===== src/rtl/uart_ram_cmd.sv =====
// Host-driven RAM access over UART: decodes 'W' addr data / 'R' addr frames,
// drives the RAM ports and returns one response byte per frame.
module uart_ram_cmd #(
  parameter int ADDR_WIDTH     = 6,
  parameter int DATA_WIDTH     = 3,
  parameter int READ_LATENCY   = 2,
  parameter int TIMEOUT_CYCLES = 65535
) (
  input  logic                  clk,
  input  logic                  rst,
  input  logic [7:0]            rx_data,
  input  logic                  rx_data_ready,
  output logic [7:0]            tx_data,
  output logic                  tx_data_ready,
  input  logic                  tx_data_accepted,
  output logic                  write_enable,
  output logic [ADDR_WIDTH-1:0] write_address,
  output logic [DATA_WIDTH-1:0] write_data,
  output logic [ADDR_WIDTH-1:0] read_address,
  input  logic [DATA_WIDTH-1:0] read_data,
  output logic                  busy,
  output logic                  cmd_error
);

  localparam int TW = $clog2(TIMEOUT_CYCLES + 1);
  localparam int LW = $clog2(READ_LATENCY + 1);

  localparam logic [7:0] CH_WRITE = 8'h57;
  localparam logic [7:0] CH_READ  = 8'h52;
  localparam logic [7:0] CH_OK    = 8'h4B;
  localparam logic [7:0] CH_RANGE = 8'h45;
  localparam logic [7:0] CH_UNK   = 8'h3F;

  typedef enum logic [2:0] {
    S_IDLE,
    S_ADDR,
    S_DATA,
    S_WRITE,
    S_READ_WAIT,
    S_RESP
  } state_t;

  state_t                r_state, w_state_nxt;
  logic                  r_op_write, w_op_write_nxt;
  logic [7:0]            r_tx_data, w_tx_data_nxt;
  logic [ADDR_WIDTH-1:0] r_write_address, w_write_address_nxt;
  logic [DATA_WIDTH-1:0] r_write_data, w_write_data_nxt;
  logic [ADDR_WIDTH-1:0] r_read_address, w_read_address_nxt;
  logic [LW-1:0]         r_lat_cnt, w_lat_cnt_nxt;
  logic [TW-1:0]         r_to_cnt, w_to_cnt_nxt;
  logic                  r_cmd_error, w_cmd_error_nxt;

  // Out-of-range test: any received bit at or above the field width.
  logic w_addr_bad;
  logic w_data_bad;
  assign w_addr_bad = (rx_data >> ADDR_WIDTH) != 8'h00;
  assign w_data_bad = (rx_data >> DATA_WIDTH) != 8'h00;

  always_ff @(posedge clk) begin
    if (rst) begin
      r_state         <= S_IDLE;
      r_op_write      <= 1'b0;
      r_tx_data       <= '0;
      r_write_address <= '0;
      r_write_data    <= '0;
      r_read_address  <= '0;
      r_lat_cnt       <= '0;
      r_to_cnt        <= '0;
      r_cmd_error     <= 1'b0;
    end else begin
      r_state         <= w_state_nxt;
      r_op_write      <= w_op_write_nxt;
      r_tx_data       <= w_tx_data_nxt;
      r_write_address <= w_write_address_nxt;
      r_write_data    <= w_write_data_nxt;
      r_read_address  <= w_read_address_nxt;
      r_lat_cnt       <= w_lat_cnt_nxt;
      r_to_cnt        <= w_to_cnt_nxt;
      r_cmd_error     <= w_cmd_error_nxt;
    end
  end

  always_comb begin
    w_state_nxt         = r_state;
    w_op_write_nxt      = r_op_write;
    w_tx_data_nxt       = r_tx_data;
    w_write_address_nxt = r_write_address;
    w_write_data_nxt    = r_write_data;
    w_read_address_nxt  = r_read_address;
    w_lat_cnt_nxt       = r_lat_cnt;
    w_to_cnt_nxt        = r_to_cnt;
    w_cmd_error_nxt     = 1'b0;

    case (r_state)
      S_IDLE: begin
        if (rx_data_ready) begin
          w_to_cnt_nxt = '0;
          if (rx_data == CH_WRITE) begin
            w_op_write_nxt = 1'b1;
            w_state_nxt    = S_ADDR;
          end else if (rx_data == CH_READ) begin
            w_op_write_nxt = 1'b0;
            w_state_nxt    = S_ADDR;
          end else begin
            w_tx_data_nxt   = CH_UNK;
            w_cmd_error_nxt = 1'b1;
            w_state_nxt     = S_RESP;
          end
        end
      end

      S_ADDR: begin
        if (rx_data_ready) begin
          w_to_cnt_nxt = '0;
          if (w_addr_bad) begin
            w_tx_data_nxt   = CH_RANGE;
            w_cmd_error_nxt = 1'b1;
            w_state_nxt     = S_RESP;
          end else if (r_op_write) begin
            w_write_address_nxt = rx_data[ADDR_WIDTH-1:0];
            w_state_nxt         = S_DATA;
          end else begin
            w_read_address_nxt = rx_data[ADDR_WIDTH-1:0];
            w_lat_cnt_nxt      = '0;
            w_state_nxt        = S_READ_WAIT;
          end
        end else if (r_to_cnt == TW'(TIMEOUT_CYCLES - 1)) begin
          w_to_cnt_nxt = '0;
          w_state_nxt  = S_IDLE;
        end else begin
          w_to_cnt_nxt = r_to_cnt + 1'b1;
        end
      end

      S_DATA: begin
        if (rx_data_ready) begin
          w_to_cnt_nxt = '0;
          if (w_data_bad) begin
            w_tx_data_nxt   = CH_RANGE;
            w_cmd_error_nxt = 1'b1;
            w_state_nxt     = S_RESP;
          end else begin
            w_write_data_nxt = rx_data[DATA_WIDTH-1:0];
            w_state_nxt      = S_WRITE;
          end
        end else if (r_to_cnt == TW'(TIMEOUT_CYCLES - 1)) begin
          w_to_cnt_nxt = '0;
          w_state_nxt  = S_IDLE;
        end else begin
          w_to_cnt_nxt = r_to_cnt + 1'b1;
        end
      end

      S_WRITE: begin
        w_tx_data_nxt = CH_OK;
        w_state_nxt   = S_RESP;
      end

      // read_data is sampled in the last of READ_LATENCY wait cycles.
      S_READ_WAIT: begin
        if (r_lat_cnt == LW'(READ_LATENCY - 1)) begin
          w_tx_data_nxt = 8'(read_data);
          w_lat_cnt_nxt = '0;
          w_state_nxt   = S_RESP;
        end else begin
          w_lat_cnt_nxt = r_lat_cnt + 1'b1;
        end
      end

      S_RESP: begin
        if (tx_data_accepted) begin
          w_state_nxt = S_IDLE;
        end
      end

      default: w_state_nxt = S_IDLE;
    endcase
  end

  assign tx_data       = r_tx_data;
  assign tx_data_ready = (r_state == S_RESP);
  assign write_enable  = (r_state == S_WRITE);
  assign write_address = r_write_address;
  assign write_data    = r_write_data;
  assign read_address  = r_read_address;
  assign busy          = (r_state != S_IDLE);
  assign cmd_error     = r_cmd_error;

endmodule


===== config.mk =====
export PLATFORM = sky130hd
export DESIGN_NAME = uart_ram_cmd
export DESIGN_NICKNAME = d
export VERILOG_FILES = /design/src/rtl/uart_ram_cmd.sv
export SDC_FILE = /design/constraint.sdc
export NUM_CORES = 1
export LEC_CHECK = 0
export ABC_AREA = 1
export BUFFER_PORTS_ARGS = -buffer_cell sky130_fd_sc_hd__buf_2
export CAP_MARGIN = 10
export CORE_MARGIN = 2
export CORE_UTILIZATION = 35
export CTS_CLUSTER_DIAMETER = 30
export DETAILED_ROUTE_END_ITERATION = 8
export GPL_ROUTABILITY_DRIVEN = 0
export GPL_TIMING_DRIVEN = 0
export SYNTH_ARGS = -nofsm -noshare
export SYNTH_HDL_FRONTEND = slang
export SYNTH_SLANG_ARGS = --single-unit
export TNS_END_PERCENT = 10

===== constraint.sdc =====
create_clock -name clk -period 1.89 [get_ports clk]
set_input_delay 0.189 -clock clk [delete_from_list [all_inputs] [get_ports clk]]
set_output_delay 0.189 -clock clk [all_outputs]
set_load 0.01 [all_outputs]

==> Flow_metrics.wiki, run 1 <==
{| class="wikitable"
! Metric !! Value
|-
| Grt ovf || 0
|-
| Die Span Y || around 85 um
|-
| Cts bufs inserted || 5
|-
| Slowest Stage Delay on Critical Path || between 0.4 and 0.5 ns
|-
| DRC Markers || 0
|-
| Maximum number of pins on one net before global-route repair || 15
|-
| Worst supply voltage drop on vdd || between 0.4 and 0.5 mV
|-
| Global-route wire length before repair || 9640 um
|-
| Row cnt || 29
|-
| EDFF count, synth || 0
|-
| Final-report hold violation count || 0
|-
| Synth Instances || 343
|-
| Final setup violation count || 0
|-
| Startpoint type of the worst setup path || flip-flop
|-
| Cells along the critical path || nand2_2 > nor2_2 > nand2_1 > nor2_2 > inv_1 > nor2_1 > nor2_1
|-
| Number of distinct library cells after synthesis || 34
|-
| Detail Route Antenna Nets || 0
|-
| Clock tree from TritonCTS || done
|-
| Hold buffer count at CTS || 0
|-
| Max cap viols || 0
|-
| Number of max-slew violations in the final report || 0
|-
| Data required time at the worst endpoint || 2.08 ns
|-
| Critical Path Sink Type || flip-flop
|-
| Clock latency reported for the late side of the worst-skew pair || a little over 0.3 ns
|-
| Post-layout instance area || 0.00272 sq mm
|-
| Area growth syn-to-layout || 17.4%
|-
| Setup total negative slack || 0 ns
|-
| Ys flop type || sky130_fd_sc_hd__dfxtp_1
|-
| Mean number of vias per cell || 4.79
|-
| Unrepaired setup endpoints after global routing || false
|-
| Antenna violations before repair || 0
|-
| Vias in the first global route || 2144
|-
| Quantity of gates resized following cts || 0
|-
| Maximum clock path buffer count || 2
|-
| Largest delay contributor family on the critical path || simple AND/OR/NAND/NOR gates
|-
| Post-route fraction of the period consumed by the critical path || 86.2%
|-
| Data arrival time of the worst path || 1.82 ns
|-
| Area share of the leading cell type in the synthesized netlist || roughly two fifths
|-
| Via count || 2236
|-
| Clock-pin slew on the worst setup and hold paths || roughly 0.09 ns
|-
| Worst setup skew after layout || 0.0155 ns
|-
| Ranking of synthesized cells by instance count || sky130_fd_sc_hd__nor2_1, sky130_fd_sc_hd__nand2_1, sky130_fd_sc_hd__dfxtp_1, sky130_fd_sc_hd__inv_1, sky130_fd_sc_hd__o21ai_0
|-
| Leading cell types by total area after synthesis || sky130_fd_sc_hd__dfxtp_1, sky130_fd_sc_hd__nor2_1, sky130_fd_sc_hd__nand2_1, sky130_fd_sc_hd__inv_1, sky130_fd_sc_hd__o21ai_0
|-
| Depth of the worst register-to-register path || 7
|-
| Worst setup slack after layout || between 0.2 and 0.3 ns
|-
| Deepest level of the CTS H-tree || 2
|-
| Routed Wire Length || roughly 5500 um
|-
| Share of final-layout standard cells stronger than drive strength 1 || 20.0%
|-
| First-pass detailed-route iteration total || 4
|-
| Count of nets after finishing || 406
|-
| Peak fanout along the critical path || 10
|-
| Register area share after synthesis || 38.1%
|-
| Crit path buffers/inverters || 1
|-
| Die W || about 85 um
|-
| Number of sinks driven by the clock tree || 44
|-
| Violation count after the first detailed-routing iteration || 94
|-
| Most used standard cell by instance count after synthesis || sky130_fd_sc_hd__nor2_1
|-
| Overall routing resource usage || 16.2%
|-
| Crit path depth || 7
|-
| Cell accounting for the most synthesized area || sky130_fd_sc_hd__dfxtp_1
|-
| Worst Hold Class || input pin to flip-flop
|-
| Post-synthesis sequential element count || 44
|-
| Setup Buffers After CTS || 0
|-
| Tmin final || approximately 1.6 ns
|-
| Lkg Pwr || 0.00120 uW
|-
| Average wire per standard cell || 11.8 um
|-
| Root buffer cell || sky130_fd_sc_hd__clkbuf_8
|-
| Status || completed
|-
| Synth warn || 0
|-
| Sum of net half-perimeters after detailed placement || 4200 um
|-
| Number of antenna diodes || 0
|-
| Synthesized netlist net count || between 300 and 400
|-
| PortBufs || 39
|-
| Share of flip-flops with an asynchronous set or reset || 0%
|-
| Die footprint || ~0.0073 sq mm
|-
| Slowest stage cell on the critical path || sky130_fd_sc_hd__dfxtp_1
|-
| Average cell area after synthesis || slightly below 7 sq um
|-
| Top-level port count || 42
|-
| Max Freq || 614 MHz
|-
| Critical path class || flip-flop to flip-flop
|-
| Post-placement cell area || ~0.0026 sq mm
|-
| Initial Utilization || ~36%
|-
| Setup slack at placement || 0.259 ns
|-
| Post-synth design cell area || 0.00231 sq mm
|-
| Area of the core region || roughly 0.0064 sq mm
|-
| Hold-critical path depth || 4
|-
| Sum of internal, switching and leakage power || 2390 uW
|-
| Power density of the placed cells || 882 mW/mm^2
|}
[path summary, 6_finish.rpt]
kind	start	to	slack, ns
worst min register to register	r_lat_cnt[1]	r_lat_cnt[1]	0.45
worst max register to register	r_state[0]	write_address[0]	0.26
worst min-delay path	tx_data_accepted	r_state[0]	0.16
worst max-delay path	r_state[0]	write_address[0]	0.26
[layout by cell type, fill, tap and decap left out, types with 2 or more instances in the layout]
cell,synthesis,routed
sky130_fd_sc_hd__nor2_1,74,74
sky130_fd_sc_hd__o21ai_0,32,32
sky130_fd_sc_hd__nor4_1,2,2
sky130_fd_sc_hd__nand2_1,61,61
sky130_fd_sc_hd__nor3_4,2,2
sky130_fd_sc_hd__buf_2,0,39
sky130_fd_sc_hd__inv_2,4,4
sky130_fd_sc_hd__nand3b_1,2,2
sky130_fd_sc_hd__nor2_2,6,6
sky130_fd_sc_hd__o21ai_2,2,2
sky130_fd_sc_hd__buf_4,4,4
sky130_fd_sc_hd__a21oi_1,17,17
sky130_fd_sc_hd__nand4_1,4,4
sky130_fd_sc_hd__nor2_4,3,3
sky130_fd_sc_hd__o22ai_1,2,2
sky130_fd_sc_hd__dfxtp_1,44,44
sky130_fd_sc_hd__nor3_1,6,6
sky130_fd_sc_hd__nand2_2,4,4
sky130_fd_sc_hd__clkbuf_8,0,5
sky130_fd_sc_hd__clkbuf_1,3,3
sky130_fd_sc_hd__ha_1,2,2
sky130_fd_sc_hd__nand3_1,13,13
sky130_fd_sc_hd__inv_1,43,43
[worst register-to-register path: stages, from the launching register on]
cell and delay, ns:
sky130_fd_sc_hd__dfxtp_1 0.48, sky130_fd_sc_hd__nand2_2 0.10, sky130_fd_sc_hd__nor2_2 0.21, sky130_fd_sc_hd__nand2_1 0.13, sky130_fd_sc_hd__nor2_2 0.31, sky130_fd_sc_hd__inv_1 0.13
sky130_fd_sc_hd__nor2_1 0.11, sky130_fd_sc_hd__nor2_1 0.05
[flip-flops by register name, indices dropped and copies added, names as in the netlist]
| name | cells |
|---|---|
| r_state | 3 |
| r_lat_cnt | 2 |
| write_data | 3 |
| r_to_cnt | 16 |
| tx_data | 6 |
| r_op_write | 1 |
| write_address | 6 |
| read_address | 6 |
| cmd_error | 1 |
[metrics by stage]
| stage | hold WS (ns) | cells | util [%] |
|---|---|---|---|
| after floorplan | 0.258 | 343 | - |
| after global placement | 0.431 | 459 | 40.8 |
| after detailed placement | 0.437 | 459 | 40.8 |
| after CTS | 0.158 | 467 | 42.5 |
| after global routing | 0.170 | 467 | 42.5 |
| final | 0.160 | 467 | 42.5 |
[report_power, final]
group	internal [uW]	switching (uW)	total, uW	leakage, uW
logic	227	396	624	0.000785
clock network	392	342	734	0.0000541
registers	991	46.9	1040	0.000357
[per-layer routing]
layer	global-route usage (%)	wire [um]
met5	0	0
met4	6.06	98
met3	4.57	375
met2	25.3	2380
met1	21.2	2650
[final cells by class]
cell class / count / area [sq um]
clock buffer: 5 / 68.8
timing repair buffer: 39 / 195
buffer: 7 / 41.3
fill: 665 / 3670
inverter: 47 / 176
multi-input combinational: 245 / 1210
clock inverter: 3 / 42.5
sequential: 44 / 881
tap: 77 / 96.3
[cell families after synthesis]
logic type                 share of synthesized area [%]
buffers and inverters                               9.41
xor gates and xnor gates                           0.757
DFF                                                 38.1
and+or+nand+nor                                     35.9
AOI/OAI and AO/OA                                   14.6
other                                              0.162
adders and majority gates                           1.08
No activity file was read; power rests on OpenSTA's default activity.
==> inputs of run 2 (changes only) <==
Settings changed: BUFFER_PORTS_ARGS -buffer_cell sky130_fd_sc_hd__buf_2 to -buffer_cell sky130_fd_sc_hd__clkbuf_2, CTS_BUF_LIST set to sky130_fd_sc_hd__clkbuf_4.
==> run 2 against run 1 <==
Clock skew up 0.0028 ns. Combinational power about the same. First-iteration DRC count up 22%. Worst hold slack worse by 0.080 ns. Die area unchanged. Sequential share of layout area up 0.41 points. Sequential cell count unchanged. Critical endpoint is now r_to_cnt[2]. Largest cell class unchanged. Critical path depth unchanged.
==> Flow_metrics.wiki, run 2 (synthesized netlist as in run 1, its figures left out) <==
{| class="wikitable"
! Metric !! Value
|-
| Multi-input gate area in the final layout || 0.00121 sq mm (unchanged)
|-
| Sum of net half-perimeters after detailed placement || 4200 um (about the same)
|-
| Count of nets after finishing || 406 (unchanged)
|-
| PortBufs || 39 (unchanged)
|-
| Data arrival time of the worst path || 1.91 ns (was 1.82 ns)
|-
| Largest register by flop count || r_to_cnt (unchanged)
|-
| Number of sinks driven by the clock tree || 44 (unchanged)
|-
| Most common cell after layout, fill and taps aside || sky130_fd_sc_hd__nor2_1 (unchanged)
|-
| Root buffer cell || sky130_fd_sc_hd__clkbuf_4 (was sky130_fd_sc_hd__clkbuf_8)
|-
| Clock latency reported for the late side of the worst-skew pair || 0.37 ns (was 0.31 ns)
|-
| Max cap viols || 0 (unchanged)
|-
| Worst Hold Class || input pin to flip-flop (unchanged)
|-
| Post-route fraction of the period consumed by the critical path || 88.0% (was 86.2%)
|-
| Critical Path Sink Type || flip-flop (unchanged)
|-
| Setup slack at placement || 0.240 ns (was 0.259 ns)
|-
| Violation count after the first detailed-routing iteration || 115 (was 94)
|-
| Area taken by flip-flops and latches || 882 sq um (was 881 sq um)
|-
| Share of final-layout standard cells stronger than drive strength 1 || 20.3% (was 20.0%)
|-
| Tmin final || 1.66 ns (was 1.63 ns)
|-
| Startpoint type of the worst setup path || flip-flop (unchanged)
|-
| Clock-pin slew on the worst setup and hold paths || 0.14 ns (was 0.09 ns)
|-
| Area of the core region || 0.00639 sq mm (unchanged)
|-
| Die W || 85.3 um (unchanged)
|-
| Setup Buffers After CTS || 0 (unchanged)
|-
| Setup total negative slack || 0 ns (unchanged)
|-
| Status || completed (unchanged)
|-
| Maximum number of pins on one net before global-route repair || 15 (unchanged)
|-
| Mean number of vias per cell || 4.77 (was 4.79)
|-
| Antenna violations before repair || 0 (unchanged)
|-
| Top-level port count || 42 (unchanged)
|-
| Peak fanout along the critical path || 6 (was 10)
|-
| Worst setup slack after layout || 0.227 ns (was 0.260 ns)
|-
| DRC Markers || 0 (unchanged)
|-
| Initial Utilization || 36.2% (unchanged)
|-
| Cts bufs inserted || 5 (unchanged)
|-
| Die Span Y || 85.3 um (unchanged)
|-
| Global-route wire length before repair || 9750 um (was 9640 um)
|-
| Power density of the placed cells || 845 mW/mm^2 (was 882 mW/mm^2)
|-
| Final-report hold violation count || 0 (unchanged)
|-
| Maximum clock path buffer count || 2 (unchanged)
|-
| Deepest level of the CTS H-tree || 2 (unchanged)
|-
| Row cnt || 29 (unchanged)
|-
| Unrepaired setup endpoints after global routing || false (unchanged)
|-
| Number of antenna diodes || 0 (unchanged)
|-
| Most frequent cells in the layout || sky130_fd_sc_hd__nor2_1, sky130_fd_sc_hd__nand2_1, sky130_fd_sc_hd__inv_1, sky130_fd_sc_hd__dfxtp_1, sky130_fd_sc_hd__clkbuf_2 (was sky130_fd_sc_hd__nor2_1, sky130_fd_sc_hd__nand2_1, sky130_fd_sc_hd__dfxtp_1)
|-
| Average wire per standard cell || 11.7 um (was 11.8 um)
|-
| Number of max-slew violations in the final report || 0 (unchanged)
|-
| Detail Route Antenna Nets || 0 (unchanged)
|-
| Routed Wire Length || 5480 um (was 5500 um)
|-
| Hold slack || 0.0799 ns (was 0.160 ns)
|-
| Final Core Density || 42.1% (was 42.5%)
|-
| Overall routing resource usage || 16.4% (was 16.2%)
|-
| Critical path class || flip-flop to flip-flop (unchanged)
|-
| Final setup violation count || 0 (unchanged)
|-
| Number of filler instances in the final layout || 690 (was 665)
|-
| Via count || 2226 (was 2236)
|-
| Area growth syn-to-layout || 16.1% (was 17.4%)
|-
| First-pass detailed-route iteration total || 4 (unchanged)
|-
| Vias in the first global route || 2178 (was 2144)
|-
| Die footprint || 0.00728 sq mm (unchanged)
|-
| Worst setup skew after layout || 0.0183 ns (was 0.0155 ns)
|-
| Flip-flop count of the largest register, all copies and words added || 16 (unchanged)
|-
| Data required time at the worst endpoint || 2.14 ns (was 2.08 ns)
|-
| Grt ovf || 0 (unchanged)
|-
| Post-placement cell area || 0.00261 sq mm (unchanged)
|-
| Worst supply voltage drop on vdd || 0.460 mV (was 0.407 mV)
|-
| Lkg Pwr || 0.00117 uW (was 0.00120 uW)
|-
| Max Freq || 601 MHz (was 614 MHz)
|-
| Post-layout instance area || 0.00269 sq mm (was 0.00272 sq mm)
|-
| Clock tree from TritonCTS || done (unchanged)
|}
[run 2: cell count changes in the layout (fill, tap and decap cells not counted)]
cell | previous run | this run
sky130_fd_sc_hd__buf_2 | 39 | 0
sky130_fd_sc_hd__clkbuf_2 | 0 | 39
sky130_fd_sc_hd__clkbuf_4 | 0 | 5
sky130_fd_sc_hd__clkbuf_8 | 5 | 0
sky130_fd_sc_hd__dfxtp_1 | 44 | 43
sky130_fd_sc_hd__dfxtp_2 | 0 | 1
[run 2: power breakdown]
| group | internal (uW) | switching, uW |
|---|---|---|
| Combinational | 227 | 395 |
| Clock | 276 | 333 |
| Sequential | 993 | 47.9 |
[run 2: area by class of cell]
cell class	instances	area share (%)
Buffer	7	1.54
Timing Repair Buffer	39	7.27
Multi-Input combinational cell	245	45.2
Clock buffer	5	1.40
Clock inverter	3	1.58
Sequential cell	44	32.8
Inverter	47	6.57
Tap cell	77	3.59
[run 2: worst paths after layout]
check / from / end / slack [ns] / cells after the start
hold reg to reg: r_lat_cnt[1] / r_lat_cnt[1] / 0.45 / 2
setup / recovery: r_to_cnt[6] / r_to_cnt[2] / 0.23 / 7
setup reg to reg: r_to_cnt[6] / r_to_cnt[2] / 0.23 / 7
hold / removal: tx_data_accepted / r_state[0] / 0.08 / 4
[run 2: per-layer routing]
metal | vias to the layer above | wire length, um | global-route usage (%)
li1 | 1186 | - | -
met1 | 968 | 2640 | 21.3
met2 | 65 | 2360 | 25.0
met3 | 7 | 393 | 5.16
met4 | 0 | 89 | 7.07
met5 | - | 0 | 0
[run 2: repair_timing]
item	in CTS	in global routing
gates resized for setup	0	1
endpoints found under the setup margin	0	2
hold endpoints to repair	0	0
hold buffers	0	0
[run 2: per-stage QoR]
step / total power [uW] / std cells
6_report: 2270 / 467
5_1_grt: 2430 / 467
4_1_cts: 2300 / 467
3_5_place_dp: 1680 / 459
3_3_place_gp: 1680 / 459
2_1_floorplan: 1510 / 343
[run 2: critical path, cell delays in order (launching register included)]
cell	delay [ns]
sky130_fd_sc_hd__dfxtp_1	0.42
sky130_fd_sc_hd__nand2_1	0.10
sky130_fd_sc_hd__nor2_2	0.23
sky130_fd_sc_hd__nand2_1	0.13
sky130_fd_sc_hd__nor2_2	0.20
sky130_fd_sc_hd__nor3_4	0.09
sky130_fd_sc_hd__o21ai_2	0.30
sky130_fd_sc_hd__nor2_1	0.07
==> inputs of run 3 (changes only) <==
Settings changed: CORE_ASPECT_RATIO set to 1.5, MAX_ROUTING_LAYER set to met4.
==> run 3 against run 2 <==
Cell count is 0.21% lower. Global-route usage is 0.52 points higher. Setup slack better by 0.0064 ns. Clock power is 22% lower. Sequential cell count stayed put. Sequential power hardly changed. Largest power group unchanged.
==> Flow_metrics.wiki, run 3 (synthesized netlist as in run 1, its figures left out) <==
{| class="wikitable"
! Metric !! Value
|-
| Area growth syn-to-layout || 15.2% (was 16.1%)
|-
| Via count || 2241 (was 2226)
|-
| Max Freq || 604 MHz (was 601 MHz)
|-
| Setup Buffers After CTS || 0 (unchanged)
|-
| Max cap viols || 0 (unchanged)
|-
| Unrepaired setup endpoints after global routing || false (unchanged)
|-
| Register share of total power || 48.6% (was 45.8%)
|-
| Top-level port count || 42 (unchanged)
|-
| Clk network pwr share || 22.1% (was 26.8%)
|-
| Data arrival time of the worst path || 1.90 ns (was 1.91 ns)
|-
| Global-route wire length before repair || 9600 um (was 9750 um)
|-
| Critical Path Sink Type || flip-flop (unchanged)
|-
| Startpoint type of the worst setup path || flip-flop (unchanged)
|-
| Root buffer cell || sky130_fd_sc_hd__clkbuf_4 (unchanged)
|-
| Net switching fraction of the power || 35.8% (was 34.1%)
|-
| Data required time at the worst endpoint || 2.13 ns (was 2.14 ns)
|-
| Die footprint || 0.00729 sq mm (was 0.00728 sq mm)
|-
| Row cnt || 36 (was 29)
|-
| Most common cell after layout, fill and taps aside || sky130_fd_sc_hd__nor2_1 (unchanged)
|-
| Flip-flop count of the largest register, all copies and words added || 16 (unchanged)
|-
| Initial Utilization || 35.9% (was 36.2%)
|-
| Routed Wire Length || 5690 um (was 5480 um)
|-
| Deepest level of the CTS H-tree || 2 (unchanged)
|-
| Count of nets after finishing || 406 (unchanged)
|-
| Post-layout instance area || 0.00267 sq mm (was 0.00269 sq mm)
|-
| Cts bufs inserted || 5 (unchanged)
|-
| Combinational group share of total power || 29.2% (was 27.4%)
|-
| Share of final-layout standard cells stronger than drive strength 1 || 19.7% (was 20.3%)
|-
| Worst Hold Class || input pin to flip-flop (unchanged)
|-
| Final setup violation count || 0 (unchanged)
|-
| Number of sinks driven by the clock tree || 44 (unchanged)
|-
| Design internal power || 1370 uW (was 1500 uW)
|-
| Final-report hold violation count || 0 (unchanged)
|-
| Lkg Pwr || 0.00116 uW (was 0.00117 uW)
|-
| Antenna violations before repair || 0 (unchanged)
|-
| Die Span Y || 104 um (was 85.3 um)
|-
| DRC Markers || 0 (unchanged)
|-
| Power density of the placed cells || 803 mW/mm^2 (was 845 mW/mm^2)
|-
| Switching power of the nets || 766 uW (was 775 uW)
|-
| PortBufs || 39 (unchanged)
|-
| Clock latency reported for the late side of the worst-skew pair || 0.36 ns (was 0.37 ns)
|-
| First-pass detailed-route iteration total || 4 (unchanged)
|-
| Vias in the first global route || 2102 (was 2178)
|-
| Overall routing resource usage || 16.9% (was 16.4%)
|-
| Status || completed (unchanged)
|-
| Violation count after the first detailed-routing iteration || 63 (was 115)
|-
| Die W || 70.4 um (was 85.3 um)
|-
| Worst setup slack after layout || 0.234 ns (was 0.227 ns)
|-
| Critical Path Start || r_to_cnt[6] (unchanged)
|-
| Detail Route Antenna Nets || 0 (unchanged)
|-
| Maximum number of pins on one net before global-route repair || 14 (was 15)
|-
| Hold buffer count at CTS || 0 (unchanged)
|-
| Post-route fraction of the period consumed by the critical path || 87.6% (was 88.0%)
|-
| Largest register by flop count || r_to_cnt (unchanged)
|-
| Worst supply voltage drop on vdd || 0.351 mV (was 0.460 mV)
|-
| Most frequent cells in the layout || sky130_fd_sc_hd__nor2_1, sky130_fd_sc_hd__nand2_1, sky130_fd_sc_hd__dfxtp_1 (was sky130_fd_sc_hd__nor2_1, sky130_fd_sc_hd__nand2_1, sky130_fd_sc_hd__inv_1, sky130_fd_sc_hd__dfxtp_1, sky130_fd_sc_hd__clkbuf_2)
|-
| Average wire per standard cell || 12.2 um (was 11.7 um)
|-
| Worst setup skew after layout || 0.0186 ns (was 0.0183 ns)
|-
| Number of max-slew violations in the final report || 0 (unchanged)
|-
| Sum of internal, switching and leakage power || 2140 uW (was 2270 uW)
|-
| Setup slack at placement || 0.200 ns (was 0.240 ns)
|-
| Number of antenna diodes || 0 (unchanged)
|-
| Maximum clock path buffer count || 2 (unchanged)
|-
| Hold slack || 0.102 ns (was 0.0799 ns)
|-
| Clock-pin slew on the worst setup and hold paths || 0.14 ns (about the same)
|-
| Critical path class || flip-flop to flip-flop (unchanged)
|-
| Post-placement cell area || 0.00260 sq mm (was 0.00261 sq mm)
|-
| Clock tree from TritonCTS || done (unchanged)
|-
| Sum of net half-perimeters after detailed placement || 4440 um (was 4200 um)
|-
| Area of the core region || 0.00644 sq mm (was 0.00639 sq mm)
|-
| Tmin final || 1.66 ns (about the same)
|-
| Mean number of vias per cell || 4.81 (was 4.77)
|-
| Setup total negative slack || 0 ns (unchanged)
|-
| Number of filler instances in the final layout || 683 (was 690)
|-
| Start point of the worst min-delay path || rx_data[4] (was tx_data_accepted)
|-
| Peak fanout along the critical path || 6 (unchanged)
|-
| FF-to-FF Start || r_to_cnt[6] (unchanged)
|-
| Grt ovf || 0 (unchanged)
|}
==> run 3: repair_timing <==
action,CTS,global route
gates resized for setup,0,1
hold endpoints to repair,0,0
endpoints found under the setup margin,0,2
==> run 3: critical path, stage by stage (launching register included) <==
cell and delay [ns]:
sky130_fd_sc_hd__dfxtp_1 0.43, sky130_fd_sc_hd__nand2_1 0.11, sky130_fd_sc_hd__nor2_2 0.21, sky130_fd_sc_hd__nand2_1 0.12, sky130_fd_sc_hd__nor2_2 0.19, sky130_fd_sc_hd__nor3_4 0.08, sky130_fd_sc_hd__o21ai_2 0.30, sky130_fd_sc_hd__nor2_1 0.09
==> run 3: power groups by stage <==
stage                     combinational [uW]  clock [uW]  sequential (uW)
after floorplan                          431           0             1080
after global placement                   630           0             1060
after detailed placement                 630           0             1060
after CTS                                632         494             1040
after global routing                     707         531             1050
final                                    626         474             1040
==> run 3: per-stage QoR <==
step	util, %	instances
2_1_floorplan	-	343
3_3_place_gp	40.4	458
4_1_cts	41.3	466
3_5_place_dp	40.4	458
6_report	41.4	466
5_1_grt	41.4	466
==> run 3: final cells by class <==
cell class | count | area (sq um) | share of cell area (%)
multi-input combinational | 245 | 1220 | 45.8
sequential | 44 | 881 | 33.1
timing repair buffer | 39 | 195 | 7.32
inverter | 47 | 176 | 6.62
tap | 76 | 95.1 | 3.57
clock buffer | 6 | 45.0 | 1.69
buffer | 7 | 41.3 | 1.55
clock inverter | 2 | 11.3 | 0.423
==> run 3: worst paths after layout <==
path / slack (ns) / depth (start not counted) / endpoint
setup / recovery: 0.23 / 7 / r_to_cnt[11]
hold / removal: 0.10 / 3 / read_address[4]
setup reg to reg: 0.23 / 7 / r_to_cnt[11]
hold reg to reg: 0.45 / 2 / r_lat_cnt[1]
==> run 3: per-layer routing <==
metal | track usage (%) | up-vias | part of all wire [%]
met4 | 7.83 | 0 | 2.8
met5 | - | - | 0
met3 | 2.43 | 11 | 3.1
met1 | 17.8 | 1004 | 40
met2 | 30.5 | 48 | 54
li1 | - | 1178 | -
